### config.mk
export PLATFORM = sky130hd
export DESIGN_NAME = alu_writeback_flat
export DESIGN_NICKNAME = d
export VERILOG_FILES = /design/src/rtl/alu_writeback_if.sv /design/src/rtl/alu_writeback.sv /design/src/flat_wrapper.sv
export SDC_FILE = /design/constraint.sdc
export NUM_CORES = 1
export LEC_CHECK = 0
export BUFFER_PORTS_ARGS = -buffer_cell sky130_fd_sc_hd__buf_2
export CORE_ASPECT_RATIO = 0.9
export CORE_MARGIN = 2
export CORE_UTILIZATION = 48
export CTS_BUF_LIST = sky130_fd_sc_hd__clkbuf_4
export DETAILED_ROUTE_END_ITERATION = 10
export PLACE_DENSITY = 0.78
export SETUP_SLACK_MARGIN = 0.02
export SLEW_MARGIN = 20
export SYNTH_ARGS = -nofsm -noshare
export SYNTH_HDL_FRONTEND = slang
export SYNTH_SLANG_ARGS = --single-unit
### constraint.sdc
create_clock -name clk -period 2.6 [get_ports clk]
set_input_delay 0 -clock clk [delete_from_list [all_inputs] [get_ports clk]]
set_output_delay 0 -clock clk [all_outputs]
set_load 0.01 [all_outputs]
### src/rtl/alu_writeback_if.sv
// ALU-to-writeback bundle: the ALU drives one result/branch entry per cycle,
// the writeback stage answers with alu_ok_o.
interface alu_writeback_if #(
  parameter int XLEN = 32
);
  // Handshake: an entry transfers on a rising edge where alu_ok_o is high and
  // at least one of alu_result_valid_i / alu_target_valid_i is high. alu_ok_o
  // depends only on writeback state, so the ALU may use it to decide what to present.
  logic            alu_result_valid_i;
  logic [XLEN-1:0] alu_result_i;
  logic [4:0]      alu_rd_i;
  logic            alu_target_valid_i;
  logic [XLEN-1:0] alu_target_i;
  logic            alu_ok_o;

  modport master (
    output alu_result_valid_i,
    output alu_result_i,
    output alu_rd_i,
    output alu_target_valid_i,
    output alu_target_i,
    input  alu_ok_o
  );

  modport slave (
    input  alu_result_valid_i,
    input  alu_result_i,
    input  alu_rd_i,
    input  alu_target_valid_i,
    input  alu_target_i,
    output alu_ok_o
  );
endinterface

### src/rtl/alu_writeback.sv
// Write-back stage: buffers ALU results in an in-order FIFO, shares the single
// register-file write port with load data (loads win), and emits branch redirects.
module alu_writeback #(
  parameter int XLEN  = 32,
  parameter int DEPTH = 2
) (
  input  logic                         clk,
  input  logic                         rst,
  alu_writeback_if.slave               alu,
  input  logic                         mem_valid_i,
  input  logic [XLEN-1:0]              mem_data_i,
  input  logic [4:0]                   mem_rd_i,
  output logic                         rf_we_o,
  output logic [4:0]                   rf_waddr_o,
  output logic [XLEN-1:0]              rf_wdata_o,
  output logic                         redirect_valid_o,
  output logic [XLEN-1:0]              redirect_pc_o,
  output logic                         flush_o,
  output logic [31:0]                  retired_o,
  output logic [$clog2(DEPTH+1)-1:0]   dbg_count_o
);

  localparam int PTR_W = (DEPTH > 1) ? $clog2(DEPTH) : 1;
  localparam int CNT_W = $clog2(DEPTH + 1);

  // Redirects are issued at push time, so only the write-back fields are buffered.
  logic [XLEN-1:0]  fifo_result [DEPTH];
  logic [4:0]       fifo_rd     [DEPTH];
  logic             fifo_rv     [DEPTH];

  logic [PTR_W-1:0] rd_ptr;
  logic [PTR_W-1:0] wr_ptr;
  logic [CNT_W-1:0] count;
  logic [31:0]      retired_q;
  logic             alu_ok;
  logic             push;
  logic             pop;

  function automatic logic [PTR_W-1:0] ptr_inc(input logic [PTR_W-1:0] p);
    return (p == PTR_W'(DEPTH - 1)) ? '0 : p + PTR_W'(1);
  endfunction

  assign alu_ok       = !rst && (count < CNT_W'(DEPTH)) && !flush_o;
  assign alu.alu_ok_o = alu_ok;
  assign push         = alu_ok && (alu.alu_result_valid_i || alu.alu_target_valid_i);
  // Loads own the write port whenever present; the FIFO only drains in idle memory cycles.
  assign pop          = !rst && !mem_valid_i && (count != '0);
  assign flush_o      = redirect_valid_o;
  assign retired_o    = retired_q;
  assign dbg_count_o  = count;

  always_ff @(posedge clk) begin
    if (push) begin
      fifo_result[wr_ptr] <= alu.alu_result_i;
      fifo_rd[wr_ptr]     <= alu.alu_rd_i;
      fifo_rv[wr_ptr]     <= alu.alu_result_valid_i;
    end
  end

  always_ff @(posedge clk) begin
    if (rst) begin
      rd_ptr           <= '0;
      wr_ptr           <= '0;
      count            <= '0;
      rf_we_o          <= 1'b0;
      rf_waddr_o       <= '0;
      rf_wdata_o       <= '0;
      redirect_valid_o <= 1'b0;
      redirect_pc_o    <= '0;
      retired_q        <= '0;
    end else begin
      if (push) wr_ptr <= ptr_inc(wr_ptr);
      if (pop)  rd_ptr <= ptr_inc(rd_ptr);

      case ({push, pop})
        2'b10:   count <= count + CNT_W'(1);
        2'b01:   count <= count - CNT_W'(1);
        default: count <= count;
      endcase

      redirect_valid_o <= push && alu.alu_target_valid_i;
      if (push && alu.alu_target_valid_i) redirect_pc_o <= alu.alu_target_i;

      if (mem_valid_i) begin
        rf_we_o    <= (mem_rd_i != 5'd0);
        rf_waddr_o <= mem_rd_i;
        rf_wdata_o <= mem_data_i;
        retired_q  <= retired_q + 32'd1;
      end else if (pop) begin
        rf_we_o    <= fifo_rv[rd_ptr] && (fifo_rd[rd_ptr] != 5'd0);
        rf_waddr_o <= fifo_rd[rd_ptr];
        rf_wdata_o <= fifo_result[rd_ptr];
        retired_q  <= retired_q + 32'd1;
      end else begin
        rf_we_o <= 1'b0;
      end
    end
  end

endmodule

### src/flat_wrapper.sv
// flat-port wrapper written by rule: the top's interface ports become plain ports
module alu_writeback_flat 
#(
  parameter int XLEN  = 32,
  parameter int DEPTH = 2
)
  (clk, rst, mem_valid_i, mem_data_i, mem_rd_i, rf_we_o, rf_waddr_o, rf_wdata_o, redirect_valid_o, redirect_pc_o, flush_o, retired_o, dbg_count_o, alu_alu_result_valid_i, alu_alu_result_i, alu_alu_rd_i, alu_alu_target_valid_i, alu_alu_target_i, alu_alu_ok_o);
  alu_writeback_if #(.XLEN(XLEN)) alu_i ();
  input  logic clk;
  input  logic rst;
  input  logic mem_valid_i;
  input  logic [XLEN-1:0] mem_data_i;
  input  logic [4:0] mem_rd_i;
  output logic rf_we_o;
  output logic [4:0] rf_waddr_o;
  output logic [XLEN-1:0] rf_wdata_o;
  output logic redirect_valid_o;
  output logic [XLEN-1:0] redirect_pc_o;
  output logic flush_o;
  output logic [31:0] retired_o;
  output logic [$clog2(DEPTH+1)-1:0] dbg_count_o;
  input wire logic [$bits(alu_i.alu_result_valid_i)-1:0] alu_alu_result_valid_i;
  input wire logic [$bits(alu_i.alu_result_i)-1:0] alu_alu_result_i;
  input wire logic [$bits(alu_i.alu_rd_i)-1:0] alu_alu_rd_i;
  input wire logic [$bits(alu_i.alu_target_valid_i)-1:0] alu_alu_target_valid_i;
  input wire logic [$bits(alu_i.alu_target_i)-1:0] alu_alu_target_i;
  output wire logic [$bits(alu_i.alu_ok_o)-1:0] alu_alu_ok_o;
  assign alu_i.alu_result_valid_i = alu_alu_result_valid_i;
  assign alu_i.alu_result_i = alu_alu_result_i;
  assign alu_i.alu_rd_i = alu_alu_rd_i;
  assign alu_i.alu_target_valid_i = alu_alu_target_valid_i;
  assign alu_i.alu_target_i = alu_alu_target_i;
  assign alu_alu_ok_o = alu_i.alu_ok_o;
  alu_writeback #(.XLEN(XLEN), .DEPTH(DEPTH)) u_core (.clk(clk), .rst(rst), .alu(alu_i), .mem_valid_i(mem_valid_i), .mem_data_i(mem_data_i), .mem_rd_i(mem_rd_i), .rf_we_o(rf_we_o), .rf_waddr_o(rf_waddr_o), .rf_wdata_o(rf_wdata_o), .redirect_valid_o(redirect_valid_o), .redirect_pc_o(redirect_pc_o), .flush_o(flush_o), .retired_o(retired_o), .dbg_count_o(dbg_count_o));
endmodule
==> qor.yml <==
cells_and_area:
  post-route-util: 0.680
  multi_input_area_um2: 2500
  fill_cells: 1082
  drive_gt1_frac: 0.277
  seqCellArea_um2: 4450
  nNetsFinal: 1086
  area_growth_pct: 39.1
grt:
  grt_pass1_vias: 6104
  overflow: 0
  track_usage: 0.232
  grt_max_degree: 63
  antenna_found_initial: 1
  grt_pass1_wl_mm: 29.1
floorplan:
  die_h_um: 120
  fp-row-count: 42
  die_area_um2: 15900
  coreArea_um2: 14600
  die_w_um: 133
  io_pins: 218
  initial_core_util: 0.489
routing:
  first_pass_iters: 5
  drc: 0
  wire_per_inst_um: 15.5
  dr.first_iter.drc_count: 332
  avgViaCountPerCell: 5.21
  routed_wl_mm: 18.4
  vias: 6172
  ant_nets: 0
critical_path:
  cp_cell_sequence: "buf_12 -> mux2i_1 -> nor2_1 -> a221oi_1 -> nor2_1 -> dlygate4sd3_1"
  arrival_ns: 2.84
  crit_path_top_delay_cell: "dfxtp_2"
  crit_type: "flip-flop to flip-flop"
  critPathRequiredTime_ns: 3.07
  end_kind: "flip-flop"
  cp_max_fo: 22
  crit_top_cell: "nor2_1"
  slowest_delay_ns: 0.80
  cp_top_family: "buffers and inverters"
  path_buf_inv: 2
  critPathLaunchType: "flip-flop"
sta:
  finClkSkew_ns: 0.0157
  slew_viol_final: 0
  max_freq_mhz: 422
  tightest_slew_ns: 0.872
  setup_ws_ns: 0.228
  finalCritPeriodShare: 0.912
  period_minus_slack_ns: 2.37
  final_hold_viol_count: 0
  setup_viol_count_final: 0
  fin_tns_setup_ns: 0
  rsz0062_at_grt: "no"
  relSlewSlack: 0.413
clock_network:
  htreeDepth: 4
  worstSkewPairLatency_ns: 0.57
  clockBufferDepth: 2
  cts_tree: "done"
  cts_root_buf: "clkbuf_4"
  cts_made_buffers: 17
  clkSinkCount: 184
  clk_pin_slew_ns: 0.15
synthesis:
  synth_ff_type: "dfxtp_1"
  syn_inst: 645
  ys_ff_latch: 184
  synthArstFlopShare: 0
  syn_nets: 758
  netlist-cell-type-count: 42
  syn_area_um2: 7140
  syn_avg_cell_area_um2: 11.1
  ys_seq_area_frac: 0.622
  synth_warnings: 0
  synth-edff-count: 76
place:
  io_buffers: 217
  dp_hpwl_mm: 10.9
  place_congestion: 0.762
  pre_cts_ws_ns: 0.583
status:
  status: "complete, no violations"
pwr:
  power_density_nw_per_um2: 582
  ir_drop_mv: 0.429
  p_leak_nw: 3.97
hold_path:
  hp-class: "primary input to flip-flop"
flow_run:
  cap_violations: 0
[per-layer routing]
| layer | global-route usage | part of all wire | vias to the layer above |
|---|---|---|---|
| met5 | 0 | 0 | - |
| met4 | 0.103 | 0.030 | 0 |
| met3 | 0.0558 | 0.055 | 47 |
| met2 | 0.405 | 0.51 | 218 |
| met1 | 0.272 | 0.40 | 2957 |
| li1 | - | - | 2950 |
[final timing paths]
path / startpoint / to / slack, ns / cells past startpoint
worst max-delay path: flip-flop / u_core.rf_wdata_o[4]$_SDFFE_PP0P_ / 0.23 / 6
worst min-delay path: alu_alu_target_valid_i / u_core.redirect_pc_o[2]$_SDFFE_PP0P_ / 0.04 / 4
worst max register to register: flip-flop / u_core.rf_wdata_o[4]$_SDFFE_PP0P_ / 0.23 / 6
worst min register to register: u_core.redirect_pc_o[3]$_SDFFE_PP0P_ / u_core.redirect_pc_o[3]$_SDFFE_PP0P_ / 0.48 / 2
[metrics by stage]
stage | hold WS (ns) | instance area, µm² | total power, mW | std cells
3_5_place_dp | 0.192 | 8410 | 4.20 | 1026
2_1_floorplan | 0.0989 | 7140 | 3.86 | 645
3_3_place_gp | 0.188 | 8410 | 4.17 | 1026
4_1_cts | 0.00472 | 9930 | 5.82 | 1184
5_1_grt | 0.0298 | 9930 | 6.06 | 1185
6_report | 0.0436 | 9930 | 5.78 | 1185
[registers in the layout (all words and copies together), names as in the netlist, named ones only]
| signal | flops |
|---|---|
| u_core.fifo_rv | 2 |
| u_core.dbg_count_o | 2 |
| u_core.rf_wdata_o | 32 |
| u_core.rf_we_o | 1 |
| u_core.wr_ptr | 1 |
| u_core.retired_o | 32 |
| u_core.fifo_result | 64 |
| u_core.redirect_pc_o | 32 |
| u_core.flush_o | 1 |
| u_core.fifo_rd | 10 |
| u_core.rd_ptr | 1 |
| u_core.rf_waddr_o | 5 |
[cell usage after synthesis (all sizes together) (2+ instances only)]
library cell	instances	area share
a21oi	18	0.013
buf	13	0.011
mux2i	38	0.053
or4	2	0.0021
nand2	49	0.026
nand4	8	0.0088
nor2	99	0.052
xor2	5	0.0061
edfxtp	76	0.32
a211o	6	0.0074
o21ai	46	0.034
or2	2	0.0018
a221oi	32	0.039
ha	2	0.0035
inv	8	0.0042
and3	4	0.0037
nand3	6	0.0042
or3	12	0.011
nor4	9	0.0079
nand2b	33	0.029
dfxtp	108	0.30
nor3	6	0.0042
and4	5	0.0063
xnor2	20	0.025
clkbuf	31	0.016
[worst reg2reg max path, cell delays in order (launching register included)]
cell and delay, ns:
dfxtp_2 0.80, buf_12 0.28, mux2i_1 0.21, nor2_1 0.07
a221oi_1 0.30, nor2_1 0.07, dlygate4sd3_1 0.56
[cell type report]
type                    count  share of cell area
flip-flops and latches    184               0.448
clock buffers              17              0.0128
repair buffers            353               0.246
diodes                      1            0.000252
clock inverters            15              0.0134
well taps                 198              0.0249
inverters                   8             0.00302
multi-input cells         409               0.252
[logic make-up after synthesis]
family / Yosys count / share of synthesized area
xor+xnor: 25 / 0.0307
compound gates: 105 / 0.0978
mux: 38 / 0.0533
fa+ha+maj: 2 / 0.00350
simple gates: 239 / 0.161
buf+inv: 52 / 0.0310
flops: 184 / 0.622
[placed cells by master, fill, tap and decap left out, types with 7 or more instances in the layout]
cell type and n:
or3_1 11, buf_2 217, xnor2_1 20, mux2i_1 38, o21ai_0 45, edfxtp_1 76
nor4_1 9, nor2_1 96, a221oi_1 32, clkbuf_4 17, buf_4 8, dfxtp_1 107
inv_1 7, nand2b_1 33, a21oi_1 18, nand2_1 49, dlygate4sd3_1 126
[report_power, final]
part           leakage, nW  internal [mW]  switching, mW
logic                 2.24          0.469          0.502
clock network        0.140          0.417           1.05
registers             1.59           3.23          0.115
[what timing repair did]
item,4_1_cts,5_1_grt
hold endpoints to repair,151,0
setup endpoints to repair,0,0
resized for setup,0,0
buffers inserted,0,0
hold buffers,126,0
(Power assumes the default switching activity.)
